`src/rtl/bus_source_driver_pkg.sv`:
```
// -----------------------------------------------------------------------------
// bus_source_driver_pkg
//
// Shared definitions for the bus source driver slice:
//   WORD_W      - width of one bus word / one source register
//   MAX_SRC     - largest number of sources the one-hot helper accepts
//   state_t     - handshake FSM states (IDLE, VALID)
//   is_onehot() - true when exactly one bit of a select vector is set
// -----------------------------------------------------------------------------
package bus_source_driver_pkg;

    localparam int WORD_W  = 32;
    localparam int MAX_SRC = 32;

    typedef enum logic [0:0] {
        ST_IDLE  = 1'b0,
        ST_VALID = 1'b1
    } state_t;

    // Clearing the lowest set bit leaves zero only for a single-bit vector.
    function automatic logic is_onehot(input logic [MAX_SRC-1:0] v);
        return (v != '0) && ((v & (v - MAX_SRC'(1))) == '0);
    endfunction

endpackage : bus_source_driver_pkg

```
`src/rtl/bus_source_driver_onehot_encoder.sv`:
```
// -----------------------------------------------------------------------------
// onehot_encoder
//
// Converts the NSRC-bit source-select vector into a binary index.
// The lowest set bit always provides the index, so a legal one-hot input
// encodes to its bit position and a multi-hot input (when the caller chooses
// to accept it) resolves to the lowest requester.  Flags report the
// zero-hot and multi-hot cases so the caller can apply its own policy.
//
// Ports:
//   i_vec    [NSRC-1:0]  select vector (register "out" strobes)
//   o_idx    [IDX_W-1:0] position of the lowest set bit (0 when none)
//   o_zero               no bit set
//   o_multi              more than one bit set
// -----------------------------------------------------------------------------
module onehot_encoder
    import bus_source_driver_pkg::*;
#(
    parameter int NSRC  = 8,
    parameter int IDX_W = $clog2(NSRC)
) (
    input  logic [NSRC-1:0]  i_vec,
    output logic [IDX_W-1:0] o_idx,
    output logic             o_zero,
    output logic             o_multi
);

    logic w_onehot;

    // Scan high to low so the last match, and therefore the winner, is the
    // lowest set bit.
    // NOTE: every combinational output gets a default before any conditional
    // assignment; otherwise the tool infers a latch to hold the old value.
    always_comb begin
        o_idx = '0;
        for (int i = NSRC - 1; i >= 0; i--) begin
            if (i_vec[i]) begin
                o_idx = IDX_W'(i);
            end
        end
    end

    assign w_onehot = is_onehot(MAX_SRC'(i_vec));
    assign o_zero   = ~|i_vec;
    assign o_multi  = ~o_zero & ~w_onehot;

endmodule : onehot_encoder

```
`src/rtl/bus_source_driver.sv`:
```
// -----------------------------------------------------------------------------
// bus_source_driver
//
// Read side of the shared 32-bit datapath bus.  On a request in IDLE the
// one-hot source select is encoded, the chosen source word is captured into
// an output register and presented on the bus with bus_valid high until the
// consumer acknowledges it.  The captured word and its index stay frozen for
// the whole VALID phase and remain on the bus after retirement.
//
// Optional feature (compile-time macro BUS_PRIORITY_EN):
//   defined   - multi-hot select is accepted, lowest set bit wins; only an
//               all-zero select raises sel_err.
//   undefined - any select that is not exactly one-hot raises sel_err and
//               no transfer takes place.
//
// Ports:
//   clk        system clock, rising edge
//   clr        asynchronous active-low reset
//   src_data   NSRC flattened source words, source i at [32*i+31:32*i]
//   rout       one-hot source select
//   req        transfer request (looked at in IDLE only)
//   ack        consumer has taken the word (looked at in VALID only)
//   bus        captured bus word
//   bus_valid  bus holds a word that has not yet been acknowledged
//   src_idx    encoded index of the captured source
//   sel_err    one-cycle pulse after a request with an illegal select
// -----------------------------------------------------------------------------
module bus_source_driver
    import bus_source_driver_pkg::*;
#(
    parameter int NSRC  = 8,
    parameter int IDX_W = $clog2(NSRC)
) (
    input  logic                   clk,
    input  logic                   clr,
    input  logic [NSRC*WORD_W-1:0] src_data,
    input  logic [NSRC-1:0]        rout,
    input  logic                   req,
    input  logic                   ack,
    output logic [WORD_W-1:0]      bus,
    output logic                   bus_valid,
    output logic [IDX_W-1:0]       src_idx,
    output logic                   sel_err
);

`ifdef BUS_PRIORITY_EN
    localparam bit MULTI_IS_ERR = 1'b0;
`else
    localparam bit MULTI_IS_ERR = 1'b1;
`endif

    state_t             r_state;
    state_t             w_state_nxt;
    logic [WORD_W-1:0]  r_bus;
    logic [IDX_W-1:0]   r_src_idx;
    logic               r_sel_err;

    logic [IDX_W-1:0]   w_idx;
    logic               w_zero;
    logic               w_multi;
    logic               w_legal;
    logic [WORD_W-1:0]  w_word;
    logic               w_capture;
    logic               w_sel_err_nxt;

    onehot_encoder #(
        .NSRC  (NSRC),
        .IDX_W (IDX_W)
    ) u_encoder (
        .i_vec   (rout),
        .o_idx   (w_idx),
        .o_zero  (w_zero),
        .o_multi (w_multi)
    );

    // A select is usable when something is hot and, unless priority mode is
    // built in, nothing else is hot alongside it.
    assign w_legal = ~w_zero & ~(w_multi & MULTI_IS_ERR);

    // w_idx only reaches an unused high code when the select is illegal, and
    // then the word is never captured.
    assign w_word = src_data[WORD_W*int'(w_idx) +: WORD_W];

    // ---------------------------------------------------------------------
    // FSM: state register
    // ---------------------------------------------------------------------
    // NOTE: sequential state is updated with non-blocking assignments so all
    // flops sample their inputs from the same pre-edge values.
    always_ff @(posedge clk or negedge clr) begin
        if (!clr) begin
            r_state <= ST_IDLE;
        end else begin
            r_state <= w_state_nxt;
        end
    end

    // ---------------------------------------------------------------------
    // FSM: next-state logic
    // ---------------------------------------------------------------------
    always_comb begin
        w_state_nxt = r_state;
        case (r_state)
            ST_IDLE: begin
                if (req && w_legal) begin
                    w_state_nxt = ST_VALID;
                end
            end
            ST_VALID: begin
                // ack wins over a simultaneous req; the requester retries
                // once the driver is back in IDLE.
                if (ack) begin
                    w_state_nxt = ST_IDLE;
                end
            end
            default: w_state_nxt = ST_IDLE;
        endcase
    end

    // ---------------------------------------------------------------------
    // FSM: output decode (controls for the output register)
    // ---------------------------------------------------------------------
    always_comb begin
        w_capture     = 1'b0;
        w_sel_err_nxt = 1'b0;
        if (r_state == ST_IDLE && req) begin
            w_capture     = w_legal;
            w_sel_err_nxt = ~w_legal;
        end
    end

    // ---------------------------------------------------------------------
    // Output register: word and index captured once per transfer
    // ---------------------------------------------------------------------
    // NOTE: these are a handful of output flops, not a memory, so they take
    // the asynchronous reset and clear as soon as clr falls.
    always_ff @(posedge clk or negedge clr) begin
        if (!clr) begin
            r_bus     <= '0;
            r_src_idx <= '0;
            r_sel_err <= 1'b0;
        end else begin
            if (w_capture) begin
                r_bus     <= w_word;
                r_src_idx <= w_idx;
            end
            r_sel_err <= w_sel_err_nxt;
        end
    end

    assign bus       = r_bus;
    assign src_idx   = r_src_idx;
    assign sel_err   = r_sel_err;
    assign bus_valid = (r_state == ST_VALID);

endmodule : bus_source_driver

```
`config.mk`:
```
export PLATFORM = sky130hd
export DESIGN_NAME = bus_source_driver
export DESIGN_NICKNAME = d
export VERILOG_FILES = /design/src/rtl/bus_source_driver_pkg.sv /design/src/rtl/bus_source_driver_onehot_encoder.sv /design/src/rtl/bus_source_driver.sv
export SDC_FILE = /design/constraint.sdc
export NUM_CORES = 1
export LEC_CHECK = 0
export CAP_MARGIN = 5
export CORE_AREA = 2 2 117 119
export DETAILED_ROUTE_END_ITERATION = 8
export DIE_AREA = 0 0 119 121
export HOLD_SLACK_MARGIN = 0.1
export MAX_ROUTING_LAYER = met4
export PLACE_DENSITY = 0.66
export SLEW_MARGIN = 0
export SYNTH_ARGS = -nofsm -noshare
export SYNTH_HDL_FRONTEND = slang
export SYNTH_SLANG_ARGS = --single-unit
export TNS_END_PERCENT = 5
```
`constraint.sdc`:
```
create_clock -name clk -period 1.35 [get_ports clk]
set_input_delay 0.2025 -clock clk [delete_from_list [all_inputs] [get_ports clk]]
set_output_delay 0.2025 -clock clk [all_outputs]
set_load 0.05 [all_outputs]
```
# Word-level counts from Yosys, hierarchy flattened

Cells that the tools add are included.

Register bits: 37
Input bits: 268
Latch bits: 0
Memory bits (read-only): 0
Memories: 0
RAM bits: 0
Word-level logic and storage cells: 32

Bitwise operators: 7
Shift-type cells: 1
Magnitude comparators: 0
Mux-type cells: 13
Reduce and logical (&&, ||, !) cells: 6
Equality and inequality tests: 0
Div/mod/pow operators: 0
Add/subtract/negate cells: 1
Multipliers: 0

Operator list:

| cell                | count |
|---|---|
| $shiftx 256x9->32   | 1 |
| $and 8x32->32       | 1 |
| $logic_not 32->1    | 1 |
| $mux 3              | 8 |
| $sub 8x1->9 const B | 1 |
| $reduce_bool 8->1   | 1 |
| $reduce_or 8->1     | 1 |
| $mux 1              | 4 |
| $not 1->1           | 4 |
| $logic_and 1x1->1   | 3 |
| $and 1x1->1         | 2 |
| $pmux 1 s2          | 1 |

# Longest topological paths before layout

Word-level depth: 11
Depth in mapped cells: 10

# Modules after synthesis

From an unflattened synthesis, not the netlist that was laid out.

Cells, all modules: 361
Area, all modules: 3570.9 um^2

By module, submodules not included:

| module            | times used | cells each | area an instance (um^2) |
|---|---|---|---|
| bus_source_driver | 1          | 339        | 3434.5 |
| onehot_encoder    | 1          | 22         | 136.4 |

# Worst setup path before layout

Ideal clock, no wire load.

Kind: in2reg
Start: in rout[7]
End: reg r_bus[0] (netlist: bus[0])
Path slack: -0.494 ns
Library setup time: 0.121 ns
Arrival time: 1.723 ns
Stages on the path: 9
Cells stage by stage: buf_4 > nand2b_1 > nor2b_1 > o32ai_4 > buf_6 > buf_4 > mux2i_1 > o221ai_2 > o22a_1

Longest elaborated chain between the ends: 9

RTL lines:

| item                                        | RTL line                                                                       | source |
|---|---|---|
| from (decl)                                 | bus_source_driver.sv:37                                                        | `input logic [NSRC-1:0] rout,` |
| $mux 3 or $sub 8x1->9 (tied branches)       | bus_source_driver_onehot_encoder.sv:37, bus_source_driver_pkg.sv:22            |  |
| $mux 3 or $and 8x32->32 (tied branches)     | bus_source_driver_onehot_encoder.sv:37, bus_source_driver_pkg.sv:22            |  |
| $mux 3 or $logic_not 32->1 (tied branches)  | bus_source_driver_onehot_encoder.sv:37, bus_source_driver_pkg.sv:22            |  |
| $mux 3 or $logic_and 1x1->1 (tied branches) | bus_source_driver_onehot_encoder.sv:37, bus_source_driver_pkg.sv:22            |  |
| $mux 3 or $not 1->1 (tied branches)         | bus_source_driver_onehot_encoder.sv:37, bus_source_driver_onehot_encoder.sv:45 |  |
| $mux 3 or $and 1x1->1 (tied branches)       | bus_source_driver_onehot_encoder.sv:37, bus_source_driver_onehot_encoder.sv:45 |  |
| $mux 3 or $not 1->1 (tied branches)         | bus_source_driver_onehot_encoder.sv:37, bus_source_driver.sv:78                |  |
| $mux 3 or $and 1x1->1 (tied branches)       | bus_source_driver_onehot_encoder.sv:37, bus_source_driver.sv:78                |  |
| $shiftx 256x9->32 or $mux 1 (tied branches) | bus_source_driver.sv:82, bus_source_driver.sv:125                              |  |
| to (signal assigned)                        | bus_source_driver.sv:143                                                       | `r_bus <= w_word;` |
| to (decl)                                   | bus_source_driver.sv:54                                                        | `logic [WORD_W-1:0] r_bus;` |

Several ways; a longest one is shown, not always the timed one.
A chain may end at the register's enable or synchronous reset.

# Final worst setup path

Start: in rout[7]
End: reg r_src_idx[1] (netlist: src_idx[1])

Longest elaborated chain between the ends: 9

RTL lines:

| item                 | RTL line                               | source |
|---|---|---|
| $sub 8x1->9          | bus_source_driver_pkg.sv:22            | `return (v != '0) && ((v & (v - MAX_SRC'(1))) == '0);` |
| $and 8x32->32        | bus_source_driver_pkg.sv:22            |  |
| $logic_not 32->1     | bus_source_driver_pkg.sv:22            |  |
| $logic_and 1x1->1    | bus_source_driver_pkg.sv:22            |  |
| $not 1->1            | bus_source_driver_onehot_encoder.sv:45 | `assign o_multi = ~o_zero & ~w_onehot;` |
| $and 1x1->1          | bus_source_driver_onehot_encoder.sv:45 |  |
| $not 1->1            | bus_source_driver.sv:78                | `assign w_legal = ~w_zero & ~(w_multi & MULTI_IS_ERR);` |
| $and 1x1->1          | bus_source_driver.sv:78                |  |
| $mux 1               | bus_source_driver.sv:125               | `if (r_state == ST_IDLE && req) begin` |
| to (signal assigned) | bus_source_driver.sv:144               | `r_src_idx <= w_idx;` |
| to (decl)            | bus_source_driver.sv:55                | `logic [IDX_W-1:0] r_src_idx;` |

Several ways; a longest one is shown, not always the timed one.

==> flow_summary.yaml <==
outcome:
  status: "finished with violations"
  violations: "negative setup slack"
layout:
  fin_nets: 1008
  fin_cells: 916
  drive_gt1_share_pct: 29.05
  syn2layout_area_growth_pct: 139.1
  fillers: 1008
  design_area_sq_mm: 0.008479
  fin_util_pct: 64.80
  final_cell_mix: "clkdlybuf4s50_1, nand2_1, buf_4, buf_12, mux2i_1"
  n_antenna_cell: 0
  layout_commonest_cell: "clkdlybuf4s50_1"
worst_setup_path:
  critPathSlowestCell: "a2111oi_4"
  crit_start: "rout[7]"
  crit_path_start_kind: "primary input"
  crit_arrival_ns: 1.94
  cpPeakStageDelay_ns: 0.34
  required_ns: 1.51
  r2r-start: "bus_valid"
  worstPathCellList: "buf_12, buf_6, a2111oi_4, o311ai_2, a22oi_2, and3b_2, buf_12, buf_12, mux2_4"
  end_kind: "flop"
  critical_path_buf_inv_count: 4
  cpMostUsedCell: "buf_12"
  cpLargestDelayFamily: "compound AO/OA/AOI/OAI gates"
  critical_path.max_fanout: 7
  crit_type: "primary input to flop"
power:
  switching_share_pct: 38.91
  p_sw_mw: 3.153
  clkPwrFrac_pct: 14.5
  p_comb_share_pct: 62.5
  finalPower_mw: 8.104
  power-per-cell-area_mw_per_mm2: 955.7
  p_seq_share_pct: 22.9
  p_leak_nw: 3.293
  p_int_mw: 4.951
  ir_worst_vdd_mv: 0.4805
timing:
  min_period_over_period_pct: 131.8
  slew_viol_final: 0
  setup_viol: 36
  finalHoldViolations: 0
  tightest_slew_ns: 0.5313
  min_period_ns: 1.780
  skew_ns: 0.006354
  setup_slack_ns: -0.4296
  rsz0062_at_grt: "true"
  slew_headroom_pct: 64.58
  max_freq_mhz: 561.9
place:
  hpwl_um: 14290
  post-place-cells: 880
  place.gp.congestion: 0.8477
  numPortBuffers: 304
  placed_cell_area_sq_mm: 0.007660
logic_synthesis:
  seq_area_frac_synth_pct: 26.11
  netlist_area_sq_mm: 0.003546
  syn_avg_cell_area_sq_um: 9.406
  async_reset_ff_share_pct: 100.0
  ys_types: 44
  synthesis.nets: 645
  netlist.top_cell.by_area: "dfrtp_1"
  yosysWarnings: 0
  netlist_instances: 377
  synth_edf_count: 0
  yosys-top-cells-area: "dfrtp_1, mux2i_1, o221ai_1, nand2_1, o22a_1"
  yosysTopAreaCellShare_pct: 26.11
  synth_flop_cell: "dfrtp_1"
  synth_seq_cells: 37
clocking:
  numCtsBuffers: 5
  cts_max_level: 2
  clock_tree.buffer_depth: 2
  cts_root_buffer: "clkbuf_16"
  cts.sinks: 37
  worstSkewPairLatency_ns: 0.28
  clk_pin_slew_worst_paths_ns: 0.06
  cts_tree: "done"
hold_path:
  hp-class: "primary input to flop"
  hp-start: "ack"
route:
  drtIter0Drc: 234
  postRouteAntennaNets: 0
  num_vias: 4821
  postRouteWirelength_um: 19440
  first_pass_iters: 4
  wl_per_cell_um: 21.22
  drc: 0
  vias_per_cell: 5.263
flow_run:
  max_cap_violations: 0
grt:
  antenna_found_initial: 0
  grt_pass1_wl_um: 28630
  grt_pass1_vias: 5175
  grt_max_degree: 38
  grt_overflow: 0
  track_usage_pct: 26.71
die:
  row_count: 42
  fp.dieH_um: 121
  io-pin-count: 305
  dieArea_sq_mm: 0.01440
  die_w_um: 119
  coreArea_sq_mm: 0.01309
  start_util_pct: 27.10
## path summary, 6_finish.rpt
check,end,slack (ns),cells after the start
worst max register to register,src_idx[1],-0.02,4
max in group asynchronous,bus[31],0.44,3
min in group asynchronous,bus[5],0.53,3
worst max-delay path,src_idx[1],-0.43,9
worst min register to register,sel_err,0.57,2
worst min-delay path,bus_valid,0.50,3
## cell families (layout without fill, tap and decap cells)
family / count (synthesis) / count (layout) / synth area share [%]
compound gates: 139 / 139 / 34.97
buf+inv: 47 / 410 / 7.762
flops: 37 / 37 / 26.11
mux: 60 / 60 / 19.83
simple gates: 94 / 94 / 11.33
## repair_timing
action	CTS	global route
resized for setup	62	47
endpoints found under the hold margin	37	0
pin swaps	15	12
hold buffers	1	0
setup endpoints to repair	37	36
setup buffers	16	9
cloned	5	2
## cells in the mapped netlist (4+ instances only)
cell / instances
a31o_2: 4
a31oi_1: 32
buf_2: 13
buf_4: 10
buf_6: 6
clkbuf_1: 12
dfrtp_1: 37
inv_1: 5
mux2i_1: 50
mux4_2: 4
nand2_1: 72
nor2_1: 11
o221ai_1: 47
o221ai_2: 10
o22a_1: 25
## final cells by class
class,count,area [sq um],area share (%)
inverter,5,18.77,0.2213
clock buffer,7,142.6,1.682
sequential,37,925.9,10.92
tap,176,220.2,2.597
multi-input combinational,293,2663,31.40
timing repair buffer,398,4509,53.18
## through the flow
step / TNS [ns] / hold slack, ns / setup WS, ns
6_report: -13.56 / 0.4982 / -0.4296
5_1_grt: -15.78 / 0.5258 / -0.4721
4_1_cts: -14.31 / 0.4912 / -0.4467
3_5_place_dp: -41.28 / 0.2993 / -1.202
3_3_place_gp: -38.52 / 0.2961 / -1.096
2_1_floorplan: -13.32 / -0.09309 / -0.3940
## worst reg2reg max path: cells and delay by family, from the launching register on
family | cells | cell delay [ns]
flops | 1 | 0.38
mux | 1 | 0.30
buf+inv | 2 | 0.29
simple gates | 1 | 0.27
## per-layer routing
layer	share of wire (%)	track usage, %	up-vias
li1	-	-	2252
met1	39	30.52	2295
met2	51	46.77	233
met3	6.6	4.464	41
met4	3.4	10.64	0
met5	0	-	-
## sequential cells by signal, indices dropped and copies added, names as in the netlist
| register | flops |
|---|---|
| sel_err | 1 |
| bus | 32 |
| src_idx | 3 |
| bus_valid | 1 |
## power groups by stage
stage          clock [mW]  combinational, mW  sequential, mW
3_5_place_dp            0               4.89            1.88
4_1_cts              1.21               5.01            1.86
2_1_floorplan           0              0.918            2.88
6_report             1.18               5.07            1.86
5_1_grt              1.26               5.26            1.90
3_3_place_gp            0               4.84            1.86
No activity file was read; power rests on OpenSTA's default activity.
==> variant, RTL diff (config.mk and constraints unchanged) <==
The localparam `MULTI_IS_ERR` goes from 1'b1 to 1'b0.
--- a/src/rtl/bus_source_driver.sv
+++ b/src/rtl/bus_source_driver.sv
@@ -46,7 +46,7 @@
 `ifdef BUS_PRIORITY_EN
     localparam bit MULTI_IS_ERR = 1'b0;
 `else
-    localparam bit MULTI_IS_ERR = 1'b1;
+    localparam bit MULTI_IS_ERR = 1'b0;
 `endif
 
     state_t             r_state;
Check against the original RTL: not equivalent (Yosys sat finds a counterexample within 4 cycles, from zero or initial values).
==> variant against the original RTL <==
  * Via count down 3.9%
  * Sequential cell count unchanged
  * Fmax up 4.5%
  * Cell area down 7.7%
  * Area after synthesis down 5.0%
  * Sequential power down 9.7%
  * Wire length down 8.4%
  * Largest power group unchanged
  * Worst setup slack better by 0.077 ns
  * Critical path type unchanged
  * The run still ends with setup timing left
  * Power down 11%
==> variant: results (changes against the original RTL) <==
- Status: finished, violations left (unchanged)
- Violated checks: setup timing (unchanged)
- Final WL: 17.8 mm (was 19.4 mm)
- Worst Hold Class: input pin to asynchronous set/reset pin (was input pin to register)
- Critical-path top delay cell: or3_1 (was a2111oi_4)
- Mapped Nets: 690 (was 645)
- Worst vdd ir: 0.000678 V (was 0.000481 V)
- IO Port Bufs: 304 (unchanged)
- Post-route setup TNS: -9.87 ns (was -13.56 ns)
- CTS HTree Levels: 2 (unchanged)
- Leakage power: 3.32 nW (was 3.29 nW)
- Arrival time of the worst setup path: 1.86 ns (was 1.94 ns)
- Worst-path maximum fanout: 8 (was 7)
- Reg2reg setup slack: -0.31 ns (was -0.02 ns)
- Synth Warn #: 0 (unchanged)
- Clock skew: 0.00655 ns (was 0.00635 ns)
- Count of cell types in the netlist: 29 (was 44)
- Cells on worst reg2reg path: 6 (was 4)
- Worst setup path startpoint: rout[0] (was rout[7])
- 1st-iter DRT viols: 179 (was 234)
- CP delay by family, top: buffers and inverters (was compound AO/OA/AOI/OAI gates)
- Worst Hold Slack: 0.417 ns (was 0.498 ns)
- Global-route wire length before repair: 27.0 mm (was 28.6 mm)
- All-Layer GR Usage: 24.9% (was 26.7%)
- HPWL Detailed: 13.5 mm (was 14.3 mm)
- DR vias: 4633 (was 4821)
- Met1 Usage GRT: 27.7% (was 30.5%)
- Share of layout cells above drive strength 1: 17.3% (was 29.1%)
- Met3 usage: 5.50% (was 4.46%)
- Max reg flops: 32 (unchanged)
- Top cells by area, synth: mux2i_1, dfrtp_1, nand2_1 (was dfrtp_1, mux2i_1, o221ai_1)
- Vias in the first global route: 4934 (was 5175)
- Fin nets: 1024 (was 1008)
- Largest net degree at the start of global routing: 38 (unchanged)
- Worst reg2reg path endpoint: bus[28] (was src_idx[1])
- Synth top cells by count: nand2_1, mux2i_1, dfrtp_1 (was nand2_1, mux2i_1, o221ai_1)
- CP max stage delay: 0.30 ns (was 0.34 ns)
- Async S/R FF share, synth: 100% (unchanged)
- Worst slew pin tran: 0.246 ns (was 0.531 ns)
- Crit path setup slack, layout: -0.353 ns (was -0.430 ns)
- Final setup fails: 33 (was 36)
- Fillers: 1121 (was 1008)
- GR Util met2: 44.6% (was 46.8%)
- Seq/Total Area, Yosys: 27.5% (was 26.1%)
- RePlAce Congestion: 0.943 (was 0.848)
[variant: how the worst max path moves through the flow]
stage	to	slack, ns
floorplan	bus[0]	-0.26
detailed placement	bus[28]	-1.06
global placement	bus[26]	-1.02
CTS	bus[29]	-0.39
global route	bus[20]	-0.42
finish	bus[16]	-0.35
[variant: report_power, final]
part / switching [mW] / internal [mW]
sequential: 0.304 / 1.37
clock: 0.478 / 0.727
combinational: 1.91 / 2.39
total: 2.69 / 4.50
[variant: what timing repair did]
item,in CTS,in global routing
resized for setup,63,10
gates cloned,5,0
pin swaps,13,4
hold endpoints to repair,37,0
hold buffers,1,0
setup buffers,7,2
setup endpoints to repair,35,33
[variant: cells by family (layout without fill, tap and decap cells)]
logic type | after synthesis | after routing | synth area share (%)
muxes | 96 | 96 | 28.9
buffers and inverters | 36 | 370 | 6.50
and+or+nand+nor | 144 | 144 | 18.9
DFF | 37 | 37 | 27.5
AOI/OAI and AO/OA | 109 | 109 | 18.2
[variant: routing by layer]
metal	vias to the layer above	routed length, µm
met4	0	410
met1	2170	6780
met2	241	9250
met5	-	0
li1	2190	-
met3	32	1370
[variant: per-stage QoR]
stage	cells	cell area, µm²	worst slack (ns)
floorplan	422	3480	-0.260
global placement	910	7340	-1.02
detailed placement	910	7340	-1.06
CTS	930	7790	-0.385
global route	932	7830	-0.422
finish	932	7830	-0.353
[variant: final cells by class]
cell class | instances | area share [%]
clock buffer | 7 | 1.82
inverter | 2 | 0.128
multi-input combinational | 349 | 30.0
sequential | 37 | 11.8
tap | 176 | 2.81
timing repair buffer | 361 | 53.4
